==> src/rtl/dds_multi_ch.sv <==
// dds_multi_ch: parametrised multi-channel DDS waveform core.
// Each channel has a frequency tuning word, phase offset, amplitude and
// waveform mode. Commands write per-channel shadow registers. APPLY copies
// every shadow set to the active registers on the same edge.
// Ports:
//   clk, rst_n          system clock, asynchronous active-low reset
//   cmd_valid/cmd_ready command handshake (ready drops one cycle after APPLY)
//   cmd_ch, cmd_reg     target channel, register (0 FTW,1 POFF,2 AMP,3 MODE,4 APPLY)
//   cmd_data            LSB-aligned write data
//   dac_data            packed unsigned DAC codes, channel n at [n*DAC_W +: DAC_W]
//   dac_wr              dac_data valid, high from the 3rd edge after reset release
module dds_multi_ch #(
  parameter int NCH     = 2,
  parameter int ACC_W   = 32,
  parameter int PHASE_W = 10,
  parameter int DAC_W   = 14,
  parameter int AMP_W   = 8
) (
  input  logic                 clk,
  input  logic                 rst_n,
  input  logic                 cmd_valid,
  output logic                 cmd_ready,
  input  logic [2:0]           cmd_ch,
  input  logic [2:0]           cmd_reg,
  input  logic [ACC_W-1:0]     cmd_data,
  output logic [NCH*DAC_W-1:0] dac_data,
  output logic                 dac_wr
);

  localparam logic [2:0] REG_FTW   = 3'd0;
  localparam logic [2:0] REG_POFF  = 3'd1;
  localparam logic [2:0] REG_AMP   = 3'd2;
  localparam logic [2:0] REG_MODE  = 3'd3;
  localparam logic [2:0] REG_APPLY = 3'd4;
  localparam int         PROD_W    = DAC_W + AMP_W;

  // shadow and active configuration
  logic [ACC_W-1:0]   r_sh_ftw  [NCH];
  logic [PHASE_W-1:0] r_sh_poff [NCH];
  logic [AMP_W-1:0]   r_sh_amp  [NCH];
  logic [2:0]         r_sh_mode [NCH];
  logic [ACC_W-1:0]   r_ftw     [NCH];
  logic [PHASE_W-1:0] r_poff    [NCH];
  logic [AMP_W-1:0]   r_amp     [NCH];
  logic [2:0]         r_mode    [NCH];

  // pipeline: S1 accumulator plus the config that produced it, S2 waveform, S3 scaled
  logic [ACC_W-1:0]   r_acc     [NCH];
  logic [PHASE_W-1:0] r_s1_poff [NCH];
  logic [1:0]         r_s1_wave [NCH];
  logic [AMP_W-1:0]   r_s1_amp  [NCH];
  logic               r_s1_en   [NCH];
  logic [DAC_W-1:0]   r_s2_w    [NCH];
  logic [AMP_W-1:0]   r_s2_amp  [NCH];
  logic               r_s2_en   [NCH];
  logic               r_busy;
  logic [2:0]         r_wr_pipe;

  logic [PHASE_W-1:0] w_phase   [NCH];
  logic [DAC_W-1:0]   w_wave    [NCH];
  logic [PROD_W-1:0]  w_prod    [NCH];
  logic [DAC_W-1:0]   w_scaled  [NCH];
  logic               w_accept;
  logic               w_apply;
  logic               w_clear;

  assign cmd_ready = ~r_busy;
  assign w_accept  = cmd_valid & cmd_ready;
  assign w_apply   = w_accept & (cmd_reg == REG_APPLY);
  assign w_clear   = w_apply & cmd_data[0];
  assign dac_wr    = r_wr_pipe[2];

  // Command decode. Channel indices >= NCH match no loop iteration and are dropped.
  always_ff @(posedge clk or negedge rst_n) begin
    if (!rst_n) begin
      r_busy <= 1'b0;
      for (int unsigned n = 0; n < NCH; n++) begin
        r_sh_ftw[n]  <= '0;
        r_sh_poff[n] <= '0;
        r_sh_amp[n]  <= '0;
        r_sh_mode[n] <= '0;
        r_ftw[n]     <= '0;
        r_poff[n]    <= '0;
        r_amp[n]     <= '0;
        r_mode[n]    <= '0;
      end
    end else begin
      r_busy <= w_apply;
      for (int unsigned n = 0; n < NCH; n++) begin
        if (w_accept && cmd_ch == 3'(n)) begin
          case (cmd_reg)
            REG_FTW:  r_sh_ftw[n]  <= cmd_data;
            REG_POFF: r_sh_poff[n] <= cmd_data[PHASE_W-1:0];
            REG_AMP:  r_sh_amp[n]  <= cmd_data[AMP_W-1:0];
            REG_MODE: r_sh_mode[n] <= cmd_data[2:0];
            default:  ;
          endcase
        end
        if (w_apply) begin
          r_ftw[n]  <= r_sh_ftw[n];
          r_poff[n] <= r_sh_poff[n];
          r_amp[n]  <= r_sh_amp[n];
          r_mode[n] <= r_sh_mode[n];
        end
      end
    end
  end

  // S2 waveform and S3 amplitude scaling
  always_comb begin
    for (int unsigned n = 0; n < NCH; n++) begin
      w_phase[n] = r_acc[n][ACC_W-1 -: PHASE_W] + r_s1_poff[n];
      w_wave[n]  = '1;
      case (r_s1_wave[n])
        2'd0: w_wave[n] = {w_phase[n], {(DAC_W-PHASE_W){1'b0}}};
        2'd1: w_wave[n] = w_phase[n][PHASE_W-1]
                        ? ~{w_phase[n][PHASE_W-2:0], {(DAC_W-PHASE_W+1){1'b0}}}
                        :  {w_phase[n][PHASE_W-2:0], {(DAC_W-PHASE_W+1){1'b0}}};
        2'd2: w_wave[n] = w_phase[n][PHASE_W-1] ? '0 : '1;
        default: w_wave[n] = '1;
      endcase
      w_prod[n]   = PROD_W'(r_s2_w[n]) * PROD_W'({1'b0, r_s2_amp[n]} + (AMP_W+1)'(1));
      w_scaled[n] = r_s2_en[n] ? DAC_W'(w_prod[n] >> AMP_W) : '0;
    end
  end

  // The active config is staged alongside each accumulator value so that
  // an APPLY affects FTW, POFF, AMP and MODE on the same output sample.
  always_ff @(posedge clk or negedge rst_n) begin
    if (!rst_n) begin
      r_wr_pipe <= '0;
      dac_data  <= '0;
      for (int unsigned n = 0; n < NCH; n++) begin
        r_acc[n]     <= '0;
        r_s1_poff[n] <= '0;
        r_s1_wave[n] <= '0;
        r_s1_amp[n]  <= '0;
        r_s1_en[n]   <= 1'b0;
        r_s2_w[n]    <= '0;
        r_s2_amp[n]  <= '0;
        r_s2_en[n]   <= 1'b0;
      end
    end else begin
      r_wr_pipe <= {r_wr_pipe[1:0], 1'b1};
      for (int unsigned n = 0; n < NCH; n++) begin
        if (w_clear) begin
          r_acc[n] <= '0;
        end else if (r_mode[n][2]) begin
          r_acc[n] <= r_acc[n] + r_ftw[n];
        end
        r_s1_poff[n] <= r_poff[n];
        r_s1_wave[n] <= r_mode[n][1:0];
        r_s1_amp[n]  <= r_amp[n];
        r_s1_en[n]   <= r_mode[n][2];
        r_s2_w[n]    <= w_wave[n];
        r_s2_amp[n]  <= r_s1_amp[n];
        r_s2_en[n]   <= r_s1_en[n];
        dac_data[n*DAC_W +: DAC_W] <= w_scaled[n];
      end
    end
  end

endmodule

==> config.mk <==
export PLATFORM = sky130hd
export DESIGN_NAME = dds_multi_ch
export DESIGN_NICKNAME = d
export VERILOG_FILES = /design/src/rtl/dds_multi_ch.sv
export SDC_FILE = /design/constraint.sdc
export NUM_CORES = 1
export LEC_CHECK = 0
export ABC_CLOCK_PERIOD_IN_PS = 12900
export BUFFER_PORTS_ARGS = -buffer_cell sky130_fd_sc_hd__buf_4
export CAP_MARGIN = 20
export CORE_MARGIN = 2
export CORE_UTILIZATION = 45
export CTS_CLUSTER_SIZE = 28
export DETAILED_ROUTE_END_ITERATION = 16
export PLACE_DENSITY = 0.67
export SYNTH_ARGS = -nofsm -noshare
export SYNTH_HDL_FRONTEND = slang
export SYNTH_SLANG_ARGS = --single-unit
==> constraint.sdc <==
create_clock -name clk -period 12.9 [get_ports clk]
set_clock_uncertainty 0.2 [all_clocks]
set_input_delay 1.29 -clock clk [delete_from_list [all_inputs] [get_ports clk]]
set_output_delay 1.29 -clock clk [all_outputs]
set_load 0.01 [all_outputs]
Yosys cells after proc, flatten, opt, wreduce, memory -nomap -nowiden

Index checks and enable logic that the tools add are counted.
W data, S select, Z words.

Register bits after elaboration: 396
RAM bits: 0
Output and inout port bits: 30
Memories: 0
Bits in latches: 0
Bits in read-only memories: 0
Word-level logic and storage cells: 86
Bits of input ports: 41

Div/mod/pow operators: 0
Bitwise operators: 6
Eq/ne operators: 9
Add/sub/neg operators: 6
Mux-type cells: 12
Multipliers: 2
$lt $le $gt $ge: 0
Shifts and indexed selects: 0
Reduce and logical (&&, ||, !) cells: 16

Operator list:

| kind                  | number |
|---|---|
| $mux W32              | 4 |
| $mux W14              | 6 |
| $pmux W14 S3          | 2 |
| $add A32 B32 Y32      | 2 |
| $mul A14 B9 Y22       | 2 |
| $not A14 Y14          | 2 |
| $add A10 B10 Y10      | 2 |
| $add A8 B1 Y9 const B | 2 |
| $reduce_and A2 Y1     | 8 |
| $eq A3 B1 Y1 const B  | 2 |
| $eq A3 B2 Y1 const B  | 2 |
| $logic_not A3 Y1      | 2 |
| $eq A2 B1 Y1 const B  | 2 |
| $eq A2 B2 Y1 const B  | 2 |
| $logic_not A2 Y1      | 2 |
| $reduce_bool A2 Y1    | 2 |
| $and A1 B1 Y1         | 3 |
| $eq A3 B3 Y1 const B  | 1 |
| $logic_and A1 B1 Y1   | 2 |
| $not A1 Y1            | 1 |

Logic depth before layout (Yosys ltp)

Gate-level depths: netlist (run 1).

Depth in word-level cells: 5
Gate-level depth with buffers: 25
Depth with buffers taken out: 24

Worst setup path after synthesis (run 1)

OpenSTA, ideal clock, no wires.

Path kind: reg2reg
Start point: register r_s2_amp[8] (netlist bit)
End point: register dac_data[11]
Required time: 12581 ps
Path slack: 6964 ps
Period minus slack after synthesis: 5936 ps
Arrival time: 5617 ps
Cell stages (with the launch flop): 23
Path buffers: 1
Library setup time: 119 ps
Path through: dfrtp_1 ha_1 nand2_1 nor2_1 xor2_1 clkbuf_1 and2_1 fa_1 fa_1 fa_1 inv_1 fa_1 inv_1 ha_1 a21o_1 a21o_1 a221o_1 a22o_1 a311oi_1 nand2b_1 nor2b_1 xnor2_1 and2_1

RTL lines:

| element                          | RTL line | RTL |
|---|---|---|
| start: declaration               | 54       | `logic [AMP_W-1:0] r_s2_amp [NCH];` |
| start signal: indexed assignment | 156      | `r_s2_amp[n] <= r_s1_amp[n];` |
| end signal: indexed assignment   | 158      | `dac_data[n*DAC_W +: DAC_W] <= w_scaled[n];` |
| end: declaration                 | 26       | `output logic [NCH*DAC_W-1:0] dac_data,` |

==> flow_summary.yaml, run 1 <==
status:
  status: "finished, final reports clean"
clock_network:
  clockBufferDepth: 3
  clock_latency_ns: 0.57
  cts_tree: "done"
  cts.htree.levels: 2
  cts_buffers: 43
  cts-resized-gates: 0
  cts_hold_buf: 0
  post_cts_buffers: 0
  path_clk_slew_ns: 0.06
  cts.sinks: 390
  root_buffer: "clkbuf_16"
power_and_ir_drop:
  peakVddDrop_mv: 0.113
  p_per_area_nw_per_um2: 201
  p_total_w: 0.00555
  p_leak_nw: 13.9
drt:
  vias: 16200
  first_iter_violations: 824
  via_per_inst: 5.33
  firstDrtPassIters: 5
  drc_errors: 0
  ant_nets: 0
  drt-total-wl_um: 51900
  wire_per_inst_um: 17.0
floorplan:
  die-width_um: 239
  dieArea_um2: 57200
  core_area_um2: 54900
  rows: 86
  die_h_um: 239
  start_util_pct: 45.3
  io_pins: 71
timing:
  setup_viol: 0
  tns_ns: 0
  rsz0062_at_grt: "no"
  fmax_ghz: 0.143
  fin_crit_sh_pct: 54.4
  finalHoldViolCount: 0
  relSlewSlack_pct: 23.6
  drv_slew: 0
  period_needed_ns: 7.01
  worstMarginPinSlew_ns: 1.14
worst_setup_path:
  worstPathRequired_ns: 13.15
  end_kind: "flip-flop"
  crit_arrival_ns: 7.27
  cp-start-kind: "flip-flop"
  crit_type: "reg -> reg"
  crit_fanout: 15
  r2r-start: "r_s2_amp[8]"
  setup.worst_path.start: "r_s2_amp[8]"
yosys:
  synthMuxAreaShare_pct: 11.3
  synth_top_family_by_area: "adder cells"
  synth_seq_area_share_pct: 39.2
  synth.most_common_cell: "dfrtp_1"
  ys_warn_count: 0
  yosys.cell_types.count: 75
  synth_edf_count: 0
  synth-xor-area-share_pct: 4.26
  async_reset_ff_share_pct: 100
  synth_common_cells: "390 x dfrtp_1, 223 x inv_1, 213 x mux2_2"
  ys.flop_type: "dfrtp_1"
  synth_compound_area_share_pct: 8.54
  synth.avg_cell_area_um2: 11.0
  yosysTopAreaCell: "dfrtp_1"
  syn-cell-area_um2: 24900
  ys_ff_latch: 390
  synth-adder-area-share_pct: 20.5
  syn_nets: 2623
  synth_top_area_share_pct: 39.2
  yosys.area_share.simple_pct: 11.4
  synthTopCellsByArea: "dfrtp_1 39%, fa_1 12%, mux2_2 9.6%"
  syn_inst: 2266
finish:
  final_util_pct: 50.3
  seqCellArea_um2: 9760
  fin_area_um2: 27600
  fin_cells: 3050
  fin_nets: 2668
  area_delta_synth_final_pct: 11.0
  multi_input_area_um2: 14000
  num-fill-cells: 4905
  drive_gt1_share_pct: 16.3
global_route:
  overflow: 0
  grt_pass1_vias: 17000
  track_usage_pct: 19.0
  antenna_found_initial: 9
  grt_pass1_wl_um: 87000
  grt_max_degree: 155
place:
  dpl_cell_area_um2: 26100
  placed_cells: 2970
  globalplace.congestion: 0.864
  post-dp-hpwl_um: 38000
  port_buffers: 70
flow_run:
  maxCapViolations: 0
min_path:
  hp-class: "reg -> reg"
  hold_start: "r_s1_amp[15]"
[cell usage in the layout (no fill, tap or decap), drive strengths merged, types with 13 or more instances in the layout]
master	count
a211oi	24
a21o	37
a21oi	89
a221oi	13
and2	97
and3	14
buf	83
clkbuf	58
dfrtp	390
fa	154
ha	162
inv	226
mux2	215
mux2i	38
nand2	128
nand2b	42
nand3	23
nor2	123
nor2b	54
nor3	31
o21a	13
o21ai	66
xnor2	76
xor2	45
[per-stage QoR]
step	worst slack, ns	hold slack [ns]
finish	5.89	0.137
CTS	5.90	0.141
global placement	6.18	0.132
global route	5.47	0.146
floorplan	6.96	0.131
detailed placement	5.93	0.135
[area by class of cell]
class / count / share of cell area (%)
diodes: 3 / 0.0272
clock inverters: 19 / 1.17
multi-input cells: 1569 / 50.6
flip-flops and latches: 390 / 35.3
clock buffers: 58 / 4.32
well taps: 704 / 3.19
repair buffers: 83 / 2.33
inverters: 224 / 3.04
[report_power, final]
group	switching, W	internal [W]
Sequential	0.000261	0.00149
Combinational	0.00134	0.00114
Clock	0.000507	0.000812
Total	0.00211	0.00344
[flip-flops by register name, indices dropped and copies added, names as in the netlist]
register   count
dac_data      28
r_acc         64
r_amp         16
r_busy         1
r_ftw         64
r_mode         6
r_poff        20
r_s1_amp      16
r_s1_en        2
r_s1_poff     20
r_s1_wave      4
r_s2_amp      16
r_s2_en        2
r_s2_w        22
r_sh_amp      16
r_sh_ftw      64
r_sh_mode      6
r_sh_poff     20
r_wr_pipe      3
[routing by layer]
metal	vias up	GRT usage [%]	part of all wire [%]
li1	7722	-	-
met1	8182	24.7	45
met2	243	31.8	48
met3	89	3.90	4.7
met4	12	5.63	2.5
met5	-	0	0.12
[critical path, stage by stage (launching register included)]
cell and delay [ns]:
dfrtp_1 0.57, nand2_1 0.09, nor2_1 0.18, nand3_1 0.26, xnor2_1 0.91, and2_1 0.26, fa_1 0.45, fa_1 0.53
fa_1 0.55, inv_1 0.06, fa_1 0.52, inv_1 0.04, ha_1 0.34, a21o_1 0.18, a21o_1 0.17, a221o_1 0.31
a22o_1 0.18, a311oi_1 0.46, nand2b_1 0.21, nor2b_1 0.17, xnor2_1 0.08, and2_1 0.15
[worst paths after layout]
check                      cells after the start  slack [ns]           end
setup / recovery                              21        5.89  dac_data[11]
hold / removal                                 0        0.14  r_s2_amp[15]
setup reg to reg                              21        5.89  dac_data[11]
hold reg to reg                                0        0.14  r_s2_amp[15]
max in group asynchronous                      3        9.75      r_amp[3]
min in group asynchronous                      1        0.55   dac_data[6]
[cells by family (layout without fill, tap and decap cells)]
kind of cell             after synthesis  count (layout)
flip-flops                           390             390
AND/OR/NAND/NOR                      557             557
multiplexers                         253             253
other                                  1               4
buffers and inverters                307             384
AO/OA/AOI/OAI                        321             321
adder cells (fa/ha/maj)              316             316
XOR/XNOR                             121             121
No activity file was read; power rests on OpenSTA's default activity.
==> inputs of run 2 (changes only) <==
--- a/config.mk
+++ b/config.mk
@@ -5,14 +5,14 @@
 export SDC_FILE = /design/constraint.sdc
 export NUM_CORES = 1
 export LEC_CHECK = 0
-export ABC_CLOCK_PERIOD_IN_PS = 12900
+export ABC_CLOCK_PERIOD_IN_PS = 6300
 export BUFFER_PORTS_ARGS = -buffer_cell sky130_fd_sc_hd__buf_4
 export CAP_MARGIN = 20
 export CORE_MARGIN = 2
 export CORE_UTILIZATION = 45
 export CTS_CLUSTER_SIZE = 28
 export DETAILED_ROUTE_END_ITERATION = 16
-export PLACE_DENSITY = 0.67
+export PLACE_DENSITY = 0.69
 export SYNTH_ARGS = -nofsm -noshare
 export SYNTH_HDL_FRONTEND = slang
 export SYNTH_SLANG_ARGS = --single-unit
==> constraint.sdc (replaced) <==
create_clock -name clk -period 6.3 [get_ports clk]
set_clock_uncertainty 0.2 [all_clocks]
set_input_delay 0.63 -clock clk [delete_from_list [all_inputs] [get_ports clk]]
set_output_delay 0.63 -clock clk [all_outputs]
set_load 0.01 [all_outputs]
==> run 2 against run 1 <==
Power rose by 100%. Die area did not move. Clock-buffer cell count rose by 3. Sequential cell count did not move. Critical path type unchanged. Largest cell class unchanged.
==> flow_summary.yaml, run 2 (synthesis results as in run 1) <==
drt:
  vias: 16400
  via_per_inst: 5.34
  ant_nets: 0
  first_iter_violations: 819
  drt-total-wl_um: 52400
  firstDrtPassIters: 5
  wire_per_inst_um: 17.1
  drc_errors: 0
place:
  globalplace.congestion: 0.861
  port_buffers: 70
  post-dp-hpwl_um: 38000
  dpl_cell_area_um2: 26200
global_route:
  grt_pass1_wl_um: 86800
  grt_pass1_vias: 17200
  track_usage_pct: 18.9
  antenna_found_initial: 9
  overflow: 0
  grt_max_degree: 151
status:
  status: "finished, final reports clean"
min_path:
  hold_start: "cmd_data[16]"
  hp-class: "in -> reg"
  hold_path_depth: 2
  min_to: "r_sh_ftw[16]"
worst_setup_path:
  crit_buf_inv: 3
  ff2ff_setup_slack_ns: 0.26
  cp-start-kind: "flip-flop"
  cpLargestDelayFamily: "adder cells"
  crit_type: "reg -> reg"
  r2r_cells: 21
  r2r-start: "r_s2_amp[8]"
  setup.worst_path.start: "r_s2_amp[8]"
  crit_fanout: 6
  crit_path_frequent_cell: "fa_1"
  regToRegEndpoint: "dac_data[11]"
  cp_slowest_stage_delay_ns: 0.55
  path_cells: "ha_1 -> nand2_1 -> nor2_2 -> xor2_1 -> buf_4 -> and2_1 -> fa_1 -> fa_1 -> fa_1 -> inv_1 -> fa_1 -> inv_1 -> ha_1 -> and4_1 -> a221o_1 -> a22o_1 -> a311oi_4 -> nand2b_1 -> nor2b_1 -> xnor2_1 -> and2_1"
  crit_arrival_ns: 6.30
  end_kind: "flip-flop"
  worstPathRequired_ns: 6.56
  crit_path_top_delay_cell: "fa_1"
floorplan:
  dieArea_um2: 57200
  rows: 86
  core_area_um2: 54900
  start_util_pct: 45.3
  die-width_um: 239
  io_pins: 71
  die_h_um: 239
timing:
  period_needed_ns: 6.04
  whs_ns: 0.100
  drv_slew: 0
  finalHoldViolCount: 0
  relSlewSlack_pct: 28.1
  setup_viol: 0
  fin_crit_sh_pct: 95.9
  worstMarginPinSlew_ns: 1.08
  fmax_ghz: 0.166
  tns_ns: 0
finish:
  seqCellArea_um2: 9760
  layout_common_cells: "389 x dfrtp_1, 223 x inv_1, 213 x mux2_2"
  reg_top3: "r_acc x64, r_ftw x64, r_sh_ftw x64"
  multi_input_area_um2: 14000
  drive_gt1_share_pct: 17.4
  fin_area_um2: 27800
  final_util_pct: 50.6
  fin_nets: 2688
  num-fill-cells: 4832
  final_common_cell: "dfrtp_1"
  area_delta_synth_final_pct: 11.7
power_and_ir_drop:
  p_leak_nw: 14.0
  peakVddDrop_mv: 0.251
  p_per_area_nw_per_um2: 409
clock_network:
  cts.htree.levels: 2
  cts_tree: "done"
  root_buffer: "clkbuf_16"
  clock_latency_ns: 0.57
  cts_buffers: 44
  post_cts_buffers: 0
  path_clk_slew_ns: 0.06
  clockBufferDepth: 3
  cts.sinks: 390
flow_run:
  maxCapViolations: 0
[run 2: changes by cell type in the layout (fill, tap and decap cells not counted), sizes merged]
| cell | delta |
|---|---|
| buf | +18 |
| bufinv | -3 |
| clkbuf | +3 |
| clkinvlp | +2 |
| diode | -1 |
| dlygate4sd3 | +1 |
| inv | +2 |
[run 2: cell type report]
cell class / instances / share of cell area [%]
inverter: 224 / 3.03
multi-input combinational: 1569 / 50.4
tap: 704 / 3.17
timing repair buffer: 102 / 2.84
clock inverter: 20 / 0.946
antenna: 2 / 0.0180
clock buffer: 61 / 4.45
sequential: 390 / 35.1
[run 2: power by group]
part / leakage, nW / switching [W] / internal, W
logic: 8.14 / 0.00279 / 0.00235
registers: 5.14 / 0.000535 / 0.00306
clock network: 0.725 / 0.00104 / 0.00159
[run 2: what timing repair did]
| action | 4_1_cts | 5_1_grt |
|---|---|---|
| gates resized for setup | 1 | 8 |
| hold buffers | 1 | 0 |
| endpoints found under the hold margin | 99 | 0 |
| endpoints found under the setup margin | 3 | 6 |
[run 2: worst max path at each step]
stage / depth (start not counted) / end
after global placement: 20 / dac_data[11]
final: 21 / dac_data[11]
after global routing: 21 / dac_data[11]
after detailed placement: 20 / dac_data[11]
after floorplan: 22 / dac_data[11]
after CTS: 21 / dac_data[11]
[run 2: worst register-to-register path, stage by stage, from the launching register on]
cell and delay (ns):
dfrtp_1 0.39, ha_1 0.23, nand2_1 0.09, nor2_2 0.20, xor2_1 0.31, buf_4 0.20
and2_1 0.14, fa_1 0.44, fa_1 0.52, fa_1 0.55, inv_1 0.05, fa_1 0.52
inv_1 0.04, ha_1 0.34, and4_1 0.21, a221o_1 0.34, a22o_1 0.22, a311oi_4 0.36
nand2b_1 0.20, nor2b_1 0.16, xnor2_1 0.07, and2_1 0.16
[run 2: per-stage QoR]
step	worst slack, ns	total power [W]	cells
6_report	0.260	0.0114	3072
5_1_grt	-0.0176	0.0124	3070
4_1_cts	0.0331	0.0115	3070
3_5_place_dp	-0.128	0.00877	2988
3_3_place_gp	0.0556	0.00854	2988
2_1_floorplan	0.364	0.00753	2266
[run 2: routing by layer]
metal | wire, um | GRT usage (%) | vias up
li1 | - | - | 7761
met1 | 23500 | 24.5 | 8321
met2 | 25200 | 31.8 | 242
met3 | 2460 | 4.33 | 77
met4 | 1080 | 4.91 | 14
met5 | 78 | 0 | -
